<file path="config.mk">
export PLATFORM = sky130hd
export DESIGN_NAME = crop_packer
export DESIGN_NICKNAME = d
export VERILOG_FILES = /design/src/rtl/crop_packer.sv
export SDC_FILE = /design/constraint.sdc
export NUM_CORES = 1
export LEC_CHECK = 0
export CELL_PAD_IN_SITES_DETAIL_PLACEMENT = 0
export CELL_PAD_IN_SITES_GLOBAL_PLACEMENT = 2
export CORE_ASPECT_RATIO = 2
export CORE_MARGIN = 10
export CORE_UTILIZATION = 40
export CTS_CLUSTER_SIZE = 40
export DETAILED_ROUTE_END_ITERATION = 7
export GPL_ROUTABILITY_DRIVEN = 0
export PLACE_DENSITY_LB_ADDON = 0.1
export SLEW_MARGIN = 20
export SYNTH_ARGS = -nofsm -noshare
export SYNTH_HDL_FRONTEND = slang
export SYNTH_SLANG_ARGS = --single-unit
</file>
<file path="constraint.sdc">
create_clock -name clk -period 55.9 [get_ports clk]
set_input_delay 13.975 -clock clk [delete_from_list [all_inputs] [get_ports clk]]
set_output_delay 13.975 -clock clk [all_outputs]
set_load 0.01 [all_outputs]
</file>
<file path="src/rtl/crop_packer.sv">
// -----------------------------------------------------------------------------
// crop_packer
//
// Packs the 8-bit crop-pixel stream from the crop inference stage into
// 256-bit words for the output DMA path. Crops are packed one at a time.
// Pixel k of a word is placed in bits [8k+7:8k]. The last word of each crop
// is zero-padded. The first word of the frame is flagged on tuser, and the
// last word of the frame is flagged on tlast.
//
// Optional feature (macro CROP_HEADER_EN):
//   When defined, a header word is emitted before each crop's data:
//   [7:0]=8'hA5, [15:8]=crop counter, [31:16]=CROP_PIX, rest zero.
//   When undefined, only data words are emitted.
//
// Ports:
//   clk            sole clock
//   reset          asynchronous, active-high reset
//   s_axis_tvalid  pixel valid
//   s_axis_tready  pixel accept
//   s_axis_tdata   Mono8 pixel
//   s_crop_idx     crop index of the current pixel; checked at each crop's
//                  first pixel
//   m_axis_tvalid  packed word valid
//   m_axis_tready  downstream accept
//   m_axis_tdata   packed 256-bit word
//   m_axis_tuser   first word of frame
//   m_axis_tlast   last word of frame
//   frame_done     one-cycle pulse while the tlast word handshakes
//   err_crop_seq   sticky crop-order error; only reset clears it
// -----------------------------------------------------------------------------
module crop_packer #(
  parameter  int OUT_ROWS  = 20,
  parameter  int OUT_COLS  = 20,
  parameter  int NUM_CROPS = 3,
  localparam int IDX_W     = (NUM_CROPS > 1) ? $clog2(NUM_CROPS) : 1
) (
  input  logic             clk,
  input  logic             reset,
  input  logic             s_axis_tvalid,
  output logic             s_axis_tready,
  input  logic [7:0]       s_axis_tdata,
  input  logic [IDX_W-1:0] s_crop_idx,
  output logic             m_axis_tvalid,
  input  logic             m_axis_tready,
  output logic [255:0]     m_axis_tdata,
  output logic             m_axis_tuser,
  output logic             m_axis_tlast,
  output logic             frame_done,
  output logic             err_crop_seq
);

  localparam int CROP_PIX = OUT_ROWS * OUT_COLS;
  localparam int PIX_W    = (CROP_PIX > 1) ? $clog2(CROP_PIX) : 1;

  localparam logic [PIX_W-1:0] PIX_LAST  = PIX_W'(CROP_PIX - 1);
  localparam logic [PIX_W-1:0] PIX_ZERO  = {PIX_W{1'b0}};
  localparam logic [IDX_W-1:0] CROP_LAST = IDX_W'(NUM_CROPS - 1);
  localparam logic [IDX_W-1:0] CROP_ZERO = {IDX_W{1'b0}};

`ifdef CROP_HEADER_EN
  typedef enum logic [1:0] {
    S_START = 2'd0,
    S_HDR   = 2'd1,
    S_DATA  = 2'd2,
    S_HOLD  = 2'd3
  } state_t;
`else
  typedef enum logic [1:0] {
    S_START = 2'd0,
    S_DATA  = 2'd2,
    S_HOLD  = 2'd3
  } state_t;
`endif

  state_t           state_q, state_d;
  logic [PIX_W-1:0] pix_cnt_q, pix_cnt_d;
  logic [4:0]       byte_cnt_q, byte_cnt_d;
  logic [IDX_W-1:0] crop_cnt_q, crop_cnt_d;
  logic [255:0]     acc_q, acc_d;
  logic             first_q, first_d;
  logic             err_q, err_d;
  logic             out_valid_q, out_valid_d;
  logic [255:0]     out_data_q, out_data_d;
  logic             out_user_q, out_user_d;
  logic             out_last_q, out_last_d;

  logic             free_s;
  logic             crop_end_s;
  logic             word_end_s;
  logic [255:0]     word_s;
  logic             load_s;
  logic [255:0]     load_word_s;
  logic             load_user_s;
  logic             load_crop_end_s;
  logic             s_tready_s;

  // Next-state, counter, accumulator and output-register logic
  always_comb begin
    state_d         = state_q;
    pix_cnt_d       = pix_cnt_q;
    byte_cnt_d      = byte_cnt_q;
    crop_cnt_d      = crop_cnt_q;
    acc_d           = acc_q;
    first_d         = first_q;
    err_d           = err_q;
    out_valid_d     = out_valid_q;
    out_data_d      = out_data_q;
    out_user_d      = out_user_q;
    out_last_d      = out_last_q;
    s_tready_s      = 1'b0;
    load_s          = 1'b0;
    load_word_s     = 256'd0;
    load_user_s     = 1'b0;
    load_crop_end_s = 1'b0;

    free_s     = !out_valid_q || m_axis_tready;
    crop_end_s = (pix_cnt_q == PIX_LAST);
    word_end_s = (byte_cnt_q == 5'd31) || crop_end_s;
    // The accumulator is cleared after every load, so unused bytes stay zero.
    word_s     = acc_q | ({248'd0, s_axis_tdata} << {byte_cnt_q, 3'b000});

    // A drained word frees the register; a load below overrides this.
    if (m_axis_tready) begin
      out_valid_d = 1'b0;
    end else begin
      out_valid_d = out_valid_q;
    end

    case (state_q)
      S_START: begin
`ifdef CROP_HEADER_EN
        state_d = S_HDR;
`else
        state_d = S_DATA;
        first_d = 1'b1;
`endif
      end
`ifdef CROP_HEADER_EN
      S_HDR: begin
        if (free_s) begin
          load_s      = 1'b1;
          load_word_s = {224'd0, 16'(CROP_PIX), 8'(crop_cnt_q), 8'hA5};
          load_user_s = (crop_cnt_q == CROP_ZERO);
          state_d     = S_DATA;
        end else begin
          state_d     = S_HDR;
        end
      end
`endif
      S_DATA: begin
        s_tready_s = 1'b1;
        if (s_axis_tvalid) begin
          pix_cnt_d  = crop_end_s ? PIX_ZERO : pix_cnt_q + 1'b1;
          byte_cnt_d = word_end_s ? 5'd0 : byte_cnt_q + 5'd1;
          if ((pix_cnt_q == PIX_ZERO) && (s_crop_idx != crop_cnt_q)) begin
            err_d = 1'b1;
          end else begin
            err_d = err_q;
          end
          if (word_end_s && free_s) begin
            load_s          = 1'b1;
            load_word_s     = word_s;
            load_user_s     = first_q && (crop_cnt_q == CROP_ZERO);
            load_crop_end_s = crop_end_s;
            acc_d           = 256'd0;
          end else if (word_end_s) begin
            acc_d   = word_s;
            state_d = S_HOLD;
          end else begin
            acc_d   = word_s;
          end
        end else begin
          acc_d = acc_q;
        end
      end
      S_HOLD: begin
        if (free_s) begin
          load_s          = 1'b1;
          load_word_s     = acc_q;
          load_user_s     = first_q && (crop_cnt_q == CROP_ZERO);
          // The pixel counter already wrapped if the held word ends the crop.
          load_crop_end_s = (pix_cnt_q == PIX_ZERO);
          acc_d           = 256'd0;
        end else begin
          state_d = S_HOLD;
        end
      end
      default: begin
        state_d = S_START;
      end
    endcase

    if (load_s) begin
      out_valid_d = 1'b1;
      out_data_d  = load_word_s;
      out_user_d  = load_user_s;
      out_last_d  = load_crop_end_s && (crop_cnt_q == CROP_LAST);
      first_d     = 1'b0;
    end else begin
      out_data_d  = out_data_q;
    end

    // Data-word loads pick the next state. A header load has already
    // selected S_DATA above.
    if (load_s && (state_q != S_START) && (state_q == S_DATA || state_q == S_HOLD)) begin
      if (load_crop_end_s) begin
        state_d    = S_START;
        crop_cnt_d = (crop_cnt_q == CROP_LAST) ? CROP_ZERO : crop_cnt_q + 1'b1;
      end else begin
        state_d    = S_DATA;
      end
    end else begin
      crop_cnt_d = crop_cnt_q;
    end
  end

  // State, counters, accumulator and output register
  always_ff @(posedge clk or posedge reset) begin
    if (reset) begin
      state_q     <= S_START;
      pix_cnt_q   <= PIX_ZERO;
      byte_cnt_q  <= 5'd0;
      crop_cnt_q  <= CROP_ZERO;
      acc_q       <= 256'd0;
      first_q     <= 1'b0;
      err_q       <= 1'b0;
      out_valid_q <= 1'b0;
      out_data_q  <= 256'd0;
      out_user_q  <= 1'b0;
      out_last_q  <= 1'b0;
    end else begin
      state_q     <= state_d;
      pix_cnt_q   <= pix_cnt_d;
      byte_cnt_q  <= byte_cnt_d;
      crop_cnt_q  <= crop_cnt_d;
      acc_q       <= acc_d;
      first_q     <= first_d;
      err_q       <= err_d;
      out_valid_q <= out_valid_d;
      out_data_q  <= out_data_d;
      out_user_q  <= out_user_d;
      out_last_q  <= out_last_d;
    end
  end

  assign s_axis_tready = s_tready_s;
  assign m_axis_tvalid = out_valid_q;
  assign m_axis_tdata  = out_data_q;
  assign m_axis_tuser  = out_user_q;
  assign m_axis_tlast  = out_last_q;
  assign frame_done    = out_valid_q && m_axis_tready && out_last_q;
  assign err_crop_seq  = err_q;

endmodule

</file>
==> out/metrics.cfg <==
[clock_tree]
cts_sinks = 535
clk_root_buffer_cell = clkbuf_16
cts_htree_levels = 2
cts_made_buffers = 50
clk_pin_slew_worst_paths_ns = 0.07
cts_tree = built
post_cts_buffers = 0
hold_buffers = 0
insertion_delay_ns = 0.60
cts-resized-gates = 0
cts.path.max_buffers = 3

[layout]
drive_gt1_frac = 0.0737
utilization = 0.490
layout.nets = 2148
area_delta_synth_final_pct = 21.3
nFillCells = 5105
n_antenna_cell = 0

[sta]
slew_violations = 0
worst_pin_slew_ns = 1.16
slew-limit-headroom = 0.225
setup_violations = 0
fmax_mhz = 34.3
setup_tns_ns = 0
period_needed_ns = 29.13
grt_setup_unrepaired = false
fin_skew_ns = 0.0192
finalHoldViolCount = 0
fin_crit_sh = 0.521

[route]
ant_nets = 0
vias = 18300
drtPass1Iterations = 7
drc = 1
drt_wl_total_mm = 87.2
viasPerCell = 6.27
post_drt_wl_per_cell_um = 29.8
drtIter0Drc = 1790

[power_and_ir_drop]
ir_drop_mv = 0.0241
leakagePower_nw = 11.0
power_per_cell_area_mw_per_mm2 = 55.1

[run_status]
violations = DRC
status = complete, but fails checks

[floorplanning]
die-area_mm2 = 0.0676
start_util = 0.404
dieWidth_um = 189
die_y_um = 358
row_count = 123
ios = 276
coreArea_mm2 = 0.0565

[critical_path]
crit_buf_inv = 2
crit_family = buffers and inverters
worstPathCellList = clkdlybuf4s50_1, and3_1, clkdlybuf4s50_1
path_class = input port to primary output
cpMostUsedCell = clkdlybuf4s50_1
arrival_ns = 15.16
critPathLaunchType = input port
max_stage_delay_ns = 0.54
endpoint_kind = primary output
slowest_stage = clkdlybuf4s50_1
cp.required_ns = 41.92
crit_path_max_fanout = 3

[synth]
synth_top_family_by_area = compound AO/OA/AOI/OAI gates
postSynthCellCount = 1991
syn-num-nets = 2009
syn_avg_cell_area_um2 = 11.5
ys_seq_elements = 535
synth_edf_count = 0
synth.distinct_cells = 51
synth.area.top_cells = dfrtp_1 (59%), o22a_1 (9.8%), o2bb2ai_1 (9.8%)
synth.most_common_cell = dfrtp_1
synthMuxAreaShare = 0.00192
synth_compound_area_frac = 0.279
synth_top_flop_cell = dfrtp_1
seq_area_frac_synth = 0.586
yosysTopAreaCell = dfrtp_1
synth_top_area_share = 0.586
netlist_area_mm2 = 0.0228
synth.top_cells.by_count = dfrtp_1 (535), nand2_1 (301), a31oi_1 (256), o22a_1 (256), o2bb2ai_1 (256)
synthXorXnorAreaFrac = 0.00268
yosys_warnings = 0
synthSimpleGateAreaFrac = 0.0804
synthAdderAreaFrac = 0.00219
async_reset_ff_frac = 1.00

[grt]
grt_max_degree = 185
met1_usage = 0.323
grt_overflow = 0
grt_busiest_layer = met2
grt_use_total = 0.251
grt_antenna_before_repair = 0
met3_usage = 0.0447
grt_util_met2 = 0.407
grt_pass1_vias = 19000
grt_pass1_wl_mm = 130

[hold_path]
holdCritPathClass = register to register

[flow_run]
drv_cap = 0

[place]
hpwl_mm = 51.8
port_buffers = 275

-- metal layers --
| metal | vias to the layer above | wire [µm] | share of wire |
|---|---|---|---|
| met4 | 0 | 3750 | 0.043 |
| met2 | 735 | 41800 | 0.48 |
| met5 | - | 0 | 0 |
| met3 | 158 | 5400 | 0.062 |
| li1 | 7846 | - | - |
| met1 | 9563 | 36200 | 0.42 |
-- area by class of cell --
class	instances	area, µm²	area share
clock inverters	16	161	0.00583
multi-input cells	1215	8440	0.305
clock buffers	77	1550	0.0558
flip-flops and latches	535	13400	0.483
repair buffers	320	3180	0.115
well taps	750	938	0.0339
inverters	8	37.5	0.00136
-- cells by family after synthesis --
group,Yosys count
multiplexers,4
XOR/XNOR,7
flip-flops,535
AO/OA/AOI/OAI,810
adder cells (fa/ha/maj),4
AND/OR/NAND/NOR,390
buffers and inverters,241
-- report_power, final --
group / total, mW / switching [mW] / internal (mW) / leakage, nW
Sequential: 0.671 / 0.126 / 0.545 / 7.01
Clock: 0.361 / 0.157 / 0.205 / 0.855
Combinational: 0.493 / 0.220 / 0.273 / 3.11
Total: 1.53 / 0.503 / 1.02 / 11.0
-- stage by stage --
step | setup slack [ns] | cell area [µm²] | instances | hold slack (ns) | power, mW
after floorplan | 26.97 | 22800 | 1991 | 0.457 | 0.882
after global placement | 26.76 | 25900 | 2825 | 0.470 | 1.16
after detailed placement | 26.77 | 25900 | 2826 | 0.471 | 1.17
after CTS | 26.76 | 27600 | 2919 | 0.486 | 1.54
after global routing | 26.72 | 27700 | 2921 | 0.499 | 1.60
final | 26.77 | 27700 | 2921 | 0.485 | 1.53
-- flip-flops by register name (all words and copies together), names as in the netlist --
register / count
byte_cnt_q: 5
m_axis_tlast: 1
m_axis_tdata: 256
state_q: 2
first_q: 1
err_crop_seq: 1
m_axis_tvalid: 1
acc_q: 256
pix_cnt_q: 9
m_axis_tuser: 1
crop_cnt_q: 2
-- cells in the final DEF, fill, tap and decap left out, types with 4 or more instances in the layout --
cell type / instances
a31oi_1: 256
nand3_1: 5
and2_1: 8
nor3b_2: 8
o21ai_0: 8
and3b_1: 20
dfrtp_1: 534
clkdlybuf4s50_1: 275
a21oi_1: 5
nor2_1: 9
o22a_1: 256
clkbuf_16: 53
nand2_1: 301
inv_1: 7
xnor2_1: 4
clkbuf_8: 13
clkbuf_1: 11
o211ai_1: 9
clkinv_2: 12
o2bb2ai_1: 256
and3_1: 6
buf_4: 38
o21ai_1: 7
ha_1: 4
-- path summary, 6_finish.rpt --
kind                          startpoint                end  slack [ns]  cells after the start
setup / recovery           m_axis_tready         frame_done       26.77                      3
hold / removal                acc_q[133]  m_axis_tdata[133]        0.49                      1
setup reg to reg           byte_cnt_q[0]         acc_q[209]       51.24                      8
hold reg to reg               acc_q[133]  m_axis_tdata[133]        0.49                      1
max in group asynchronous          reset         acc_q[243]       39.90                      4
min in group asynchronous          reset  m_axis_tdata[103]       13.88                      2
-- worst register-to-register path: stages, from the launching register on --
cell       delay, ns
dfrtp_2         0.73
ha_1            0.39
and3_1          0.20
ha_1            0.25
a21o_4          0.39
a21oi_4         0.73
buf_6           0.76
buf_4           0.88
o2bb2ai_1       0.24
(Power assumes the default switching activity.)
